===== config.mk =====
export PLATFORM = sky130hd
export DESIGN_NAME = mem_stage
export DESIGN_NICKNAME = d
export VERILOG_FILES = /design/src/rtl/mem_stage.sv
export SDC_FILE = /design/constraint.sdc
export NUM_CORES = 1
export LEC_CHECK = 0
export ABC_AREA = 1
export CORE_MARGIN = 1
export CORE_UTILIZATION = 25
export CTS_CLUSTER_SIZE = 10
export DETAILED_ROUTE_END_ITERATION = 16
export SLEW_MARGIN = 5
export SYNTH_ARGS = -nofsm -noshare
export SYNTH_HDL_FRONTEND = slang
export SYNTH_SLANG_ARGS = --single-unit

===== constraint.sdc =====
create_clock -name clk -period 21.9 [get_ports clk]
set_clock_uncertainty 0.05 [all_clocks]
set_input_delay 5.475 -clock clk [delete_from_list [all_inputs] [get_ports clk]]
set_output_delay 5.475 -clock clk [all_outputs]
set_load 0.005 [all_outputs]

===== src/rtl/mem_stage.sv =====
// Pipeline MEM stage: holds one instruction, waits for its data response, aligns load
// data, and drops responses that belong to instructions flushed while still in flight.
module mem_stage (
  input  logic         clk,
  input  logic         resetn,
  input  logic         ws_allowin,
  output logic         ms_allowin,
  input  logic         es_to_ms_valid,
  input  logic [127:0] es_to_ms_bus,
  output logic         ms_to_ws_valid,
  output logic [122:0] ms_to_ws_bus,
  output logic [41:0]  ms_to_ds_bus,
  output logic         ms_ex_to_es,
  input  logic         ws_flush,
  input  logic         data_sram_data_ok,
  input  logic [31:0]  data_sram_rdata
);

  typedef enum logic [2:0] {
    LD_W   = 3'd0,
    LD_B   = 3'd1,
    LD_BU  = 3'd2,
    LD_H   = 3'd3,
    LD_HU  = 3'd4,
    LD_WL  = 3'd5,
    LD_WR  = 3'd6,
    LD_RSV = 3'd7
  } load_op_e;

  logic         ms_valid;
  logic [127:0] ms_bus;
  logic         buf_valid;
  logic [31:0]  buf_data;
  logic [1:0]   discard_cnt;

  logic [31:0]  ms_badvaddr;
  logic [10:0]  ms_c0_bus;
  logic         ms_bd;
  logic         ms_ex;
  logic [4:0]   ms_excode;
  logic         ms_req;
  logic         ms_is_load;
  load_op_e     ms_load_op;
  logic [3:0]   ms_rf_we;
  logic [4:0]   ms_dest;
  logic [31:0]  ms_result;
  logic [31:0]  ms_pc;
  logic [1:0]   addr_lo;

  assign ms_badvaddr = ms_bus[127:96];
  assign ms_c0_bus   = ms_bus[95:85];
  assign ms_bd       = ms_bus[84];
  assign ms_ex       = ms_bus[83];
  assign ms_excode   = ms_bus[82:78];
  assign ms_req      = ms_bus[77];
  assign ms_is_load  = ms_bus[76];
  assign ms_load_op  = load_op_e'(ms_bus[75:73]);
  assign ms_rf_we    = ms_bus[72:69];
  assign ms_dest     = ms_bus[68:64];
  assign ms_result   = ms_bus[63:32];
  assign ms_pc       = ms_bus[31:0];
  assign addr_lo     = ms_result[1:0];

  logic cnt_zero;
  logic rsp_hit;
  logic ms_ready_go;
  logic ms_leave;
  logic buf_capture;
  logic cnt_inc;
  logic cnt_dec;

  // A response only belongs to the current instruction once every stale one is drained.
  assign cnt_zero    = (discard_cnt == 2'd0);
  assign rsp_hit     = buf_valid | (data_sram_data_ok & cnt_zero);
  assign ms_ready_go = ~ms_req | ms_ex | rsp_hit;
  assign ms_allowin  = ~ms_valid | (ms_ready_go & ws_allowin);
  assign ms_to_ws_valid = ms_valid & ms_ready_go & ~ws_flush;
  assign ms_leave    = ms_to_ws_valid & ws_allowin;
  assign ms_ex_to_es = ms_valid & (ms_ex | ms_c0_bus[10]);

  assign buf_capture = data_sram_data_ok & cnt_zero & ms_valid & ms_req
                     & ~(ws_allowin | ws_flush);
  assign cnt_inc     = ws_flush & ms_valid & ms_req & ~rsp_hit;
  assign cnt_dec     = data_sram_data_ok & ~cnt_zero;

  always_ff @(posedge clk) begin
    if (!resetn) begin
      ms_valid <= 1'b0;
    end else if (ws_flush) begin
      ms_valid <= 1'b0;
    end else if (ms_allowin) begin
      ms_valid <= es_to_ms_valid;
    end
  end

  always_ff @(posedge clk) begin
    if (es_to_ms_valid && ms_allowin) begin
      ms_bus <= es_to_ms_bus;
    end
  end

  always_ff @(posedge clk) begin
    if (!resetn) begin
      buf_valid <= 1'b0;
      buf_data  <= '0;
    end else if (ws_flush || ms_leave) begin
      buf_valid <= 1'b0;
    end else if (buf_capture) begin
      buf_valid <= 1'b1;
      buf_data  <= data_sram_rdata;
    end
  end

  // Saturates at 3: a fourth outstanding stale response cannot exist with one MEM slot.
  always_ff @(posedge clk) begin
    if (!resetn) begin
      discard_cnt <= '0;
    end else begin
      case ({cnt_inc, cnt_dec})
        2'b10:   if (discard_cnt != 2'd3) discard_cnt <= discard_cnt + 2'd1;
        2'b01:   discard_cnt <= discard_cnt - 2'd1;
        default: discard_cnt <= discard_cnt;
      endcase
    end
  end

  logic [31:0] rdata_sel;
  logic [31:0] rdata_shr;
  logic [7:0]  ld_byte;
  logic [15:0] ld_half;
  logic [31:0] final_result;
  logic [3:0]  final_we;

  assign rdata_sel = buf_valid ? buf_data : data_sram_rdata;
  assign rdata_shr = rdata_sel >> {addr_lo, 3'b000};
  assign ld_byte   = rdata_shr[7:0];
  assign ld_half   = addr_lo[1] ? rdata_sel[31:16] : rdata_sel[15:0];

  always_comb begin
    final_result = ms_result;
    final_we     = ms_rf_we;
    if (ms_is_load) begin
      case (ms_load_op)
        LD_W: begin
          final_result = rdata_sel;
          final_we     = 4'b1111;
        end
        LD_B: begin
          final_result = {{24{ld_byte[7]}}, ld_byte};
          final_we     = 4'b1111;
        end
        LD_BU: begin
          final_result = {24'd0, ld_byte};
          final_we     = 4'b1111;
        end
        LD_H: begin
          final_result = {{16{ld_half[15]}}, ld_half};
          final_we     = 4'b1111;
        end
        LD_HU: begin
          final_result = {16'd0, ld_half};
          final_we     = 4'b1111;
        end
        LD_WL: begin
          final_result = rdata_sel << {~addr_lo, 3'b000};
          final_we     = 4'b1111 << ~addr_lo;
        end
        LD_WR: begin
          final_result = rdata_shr;
          final_we     = 4'b1111 >> addr_lo;
        end
        default: begin
          final_result = ms_result;
          final_we     = ms_rf_we;
        end
      endcase
    end
    if (ms_ex) begin
      final_we = 4'b0000;
    end
  end

  assign ms_to_ws_bus = {ms_badvaddr, ms_c0_bus, ms_bd, ms_ex, ms_excode,
                         final_we, ms_dest, final_result, ms_pc};

  assign ms_to_ds_bus = {ms_valid & ms_is_load & ~ms_ready_go,
                         final_we & {4{ms_valid}}, ms_dest, final_result};

endmodule


==> flow_summary.json <==
{
  "cp-end-kind": "primary output",
  "synthCells": 1077,
  "syn2layout_area_growth_pct": 36.8,
  "drive_above_1_share_pct": 4.69,
  "drt_iter0_drc": 551,
  "grt_pass1_wl_um": 45600,
  "switching_share_pct": 26.0,
  "clk_path_buf_depth": 2,
  "fin_area_um2": 12300,
  "crit_type": "in2out",
  "globalplace.congestion": 0.921,
  "power.switching_uw": 209,
  "fin_crit_sh_pct": 60.4,
  "antenna_found_initial": 0,
  "cp_max_fo": 24,
  "routed_wl_um": 31200,
  "synth.net_count": 1243,
  "max_clock_freq_mhz": 75.5,
  "cts_num_sinks": 164,
  "grt_overflow": 0,
  "worstPathArrival_ns": 7.71,
  "period_minus_slack_ns": 13.24,
  "irDropWorstVdd_uv": 53.3,
  "nFillCells": 3680,
  "max_slew.worst_pin.slew_ns": 0.855,
  "diodes": 0,
  "cts_buffers": 17,
  "p_comb_share_pct": 19.4,
  "post_dp_cell_area_um2": 11800,
  "slew_viol_final": 0,
  "p_per_area_nw_per_um2": 65.0,
  "slew_headroom_pct": 43.0,
  "dieArea_um2": 36800,
  "grt_usage_pct": 17.1,
  "htreeDepth": 4,
  "netlist_area_um2": 9010,
  "setup_tns_ns": 0,
  "status": "complete, no violations",
  "coreArea_um2": 35500,
  "cts_root_buf": "clkbuf_16",
  "seqCellArea_um2": 4560,
  "yosys_warnings": 0,
  "pwr-share-clk_pct": 35.9,
  "start_kind": "primary input",
  "start_util_pct": 25.4,
  "clock_latency_ns": 0.44,
  "hold_viol_final": 0,
  "avgViaCountPerCell": 4.48,
  "grt_max_degree": 70,
  "clk_pin_slew_ns": 0.06,
  "fin_nets": 1433,
  "io_buffers": 333,
  "grt_pass1_vias": 7760,
  "num_vias": 7790,
  "min_delay_path_depth": 2,
  "multi_input_area_um2": 3040,
  "io_pins": 334,
  "cts_hold_buf": 0,
  "setup-violations-final": 0,
  "ys_seq_elements": 164,
  "synth.distinct_cells": 34,
  "die_x_um": 192,
  "syn_avg_cell_area_um2": 8.36,
  "rr_worst_depth": 7,
  "rsz0062_at_grt": "false",
  "p_int_uw": 593,
  "cts_resized": 0,
  "drv_cap": 0,
  "yosysSeqAreaShare_pct": 50.7,
  "dieHeight_um": 192,
  "tritoncts": "done",
  "hold_path.class": "reg2reg",
  "drc_errors": 0,
  "sequentialPowerShare_pct": 44.7,
  "place.detailed.hpwl_um": 23500,
  "dr.pass1.iters": 7,
  "rows": 69,
  "post_cts_buffers": 0,
  "leakage_uw": 0.00491,
  "antenna_left": 0,
  "wl_per_cell_um": 17.9,
  "critPathRequiredTime_ns": 16.38
}
[cell usage in the layout, fill, tap and decap left out, drive strengths merged, types with 5 or more instances in the layout]
cell type / n
dfxtp: 36
nand2: 295
clkdlybuf4s50: 333
or2: 23
nor3: 5
edfxtp: 128
nand3: 135
buf: 7
nand4: 5
a21oi: 24
nor2: 143
inv: 60
nand3b: 6
o21ai: 40
clkbuf: 20
[cell type report]
class,count,share of cell area [%]
sequential,164,37.0
timing repair buffer,340,27.5
multi-input combinational,687,24.7
tap,461,4.68
clock buffer,20,3.54
inverter,57,1.76
clock inverter,11,0.843
[per-stage QoR]
step | total power (uW) | utilization, % | cells | hold slack (ns) | setup slack, ns
final | 801 | 34.7 | 1740 | 0.426 | 8.66
after global routing | 838 | 34.7 | 1740 | 0.460 | 8.47
after CTS | 814 | 34.7 | 1740 | 0.424 | 8.63
after detailed placement | 522 | 33.2 | 1709 | 0.414 | 8.64
after global placement | 521 | 33.2 | 1709 | 0.405 | 8.66
after floorplan | 445 | - | 1077 | 0.393 | 9.13
[cell usage after synthesis]
cell type	count	area [um2]
nor3_1	3	15.0
nand3_2	1	10.0
edfxtp_1	128	3840
buf_2	15	75.1
nor3_4	1	16.3
buf_6	3	33.8
a211oi_2	1	12.5
inv_4	1	6.26
and2_1	1	6.26
o21ai_1	27	135
buf_1	3	11.3
nand3b_1	6	45.0
a31oi_1	2	12.5
nor2_1	139	522
nor4_1	2	12.5
a21boi_0	2	15.0
inv_1	47	176
buf_4	139	1040
clkbuf_1	9	33.8
nand2_1	289	1080
nor2_2	1	6.26
a21boi_1	2	15.0
nor2_4	3	33.8
o21ai_0	13	65.1
inv_2	9	33.8
nand4_1	5	31.3
or2_1	22	138
or2_2	1	6.26
nor3_2	1	10.0
o211ai_1	1	7.51
dfxtp_1	36	721
nand2_2	6	37.5
nand3_1	134	671
a21oi_1	24	120
[flip-flops by register name, summed over array words and instances, names as in the netlist]
register / cells
buf_valid: 1
ms_bus: 128
buf_data: 32
ms_valid: 1
discard_cnt: 2
[worst max-delay path: stages]
cell and delay [ns]:
clkdlybuf4s50_1 0.49, nand2_1 0.08, nand3_1 0.12, nand3_1 0.11, nand2_1 0.15, nand2_2 0.35
nand3_1 0.24, nand2_1 0.07, inv_1 0.08, clkdlybuf4s50_1 0.54
[metal layers]
metal	GRT usage [%]	vias to the layer above	share of wire (%)
met3	6.12	31	9.7
met5	0	-	0
met4	6.65	0	2.5
li1	-	3781	-
met1	17.9	3626	36
met2	30.9	352	51
[final timing paths]
check	slack (ns)	to	startpoint
worst max-delay path	8.66	ms_to_ds_bus[24]	data_sram_rdata[15]
worst min-delay path	0.43	buf_data[27]$_SDFFE_PN0P_	buf_data[27]$_SDFFE_PN0P_
worst max register to register	18.68	ms_bus[37]$_DFFE_PP_	buf_valid$_SDFFE_PP0P_
worst min register to register	0.43	buf_data[27]$_SDFFE_PN0P_	buf_data[27]$_SDFFE_PN0P_
[logic make-up after synthesis]
family,Yosys count,share of synthesized area [%]
flops,164,50.7
compound gates,72,4.25
simple gates,615,29.4
buf+inv,226,15.7
[power by group through the flow]
stage	clock network (uW)	logic [uW]	registers (uW)
final	288	155	358
after detailed placement	0	157	365
after CTS	299	157	358
after global placement	0	156	365
after global routing	307	170	360
after floorplan	0	78.4	366
(Power assumes the default switching activity.)
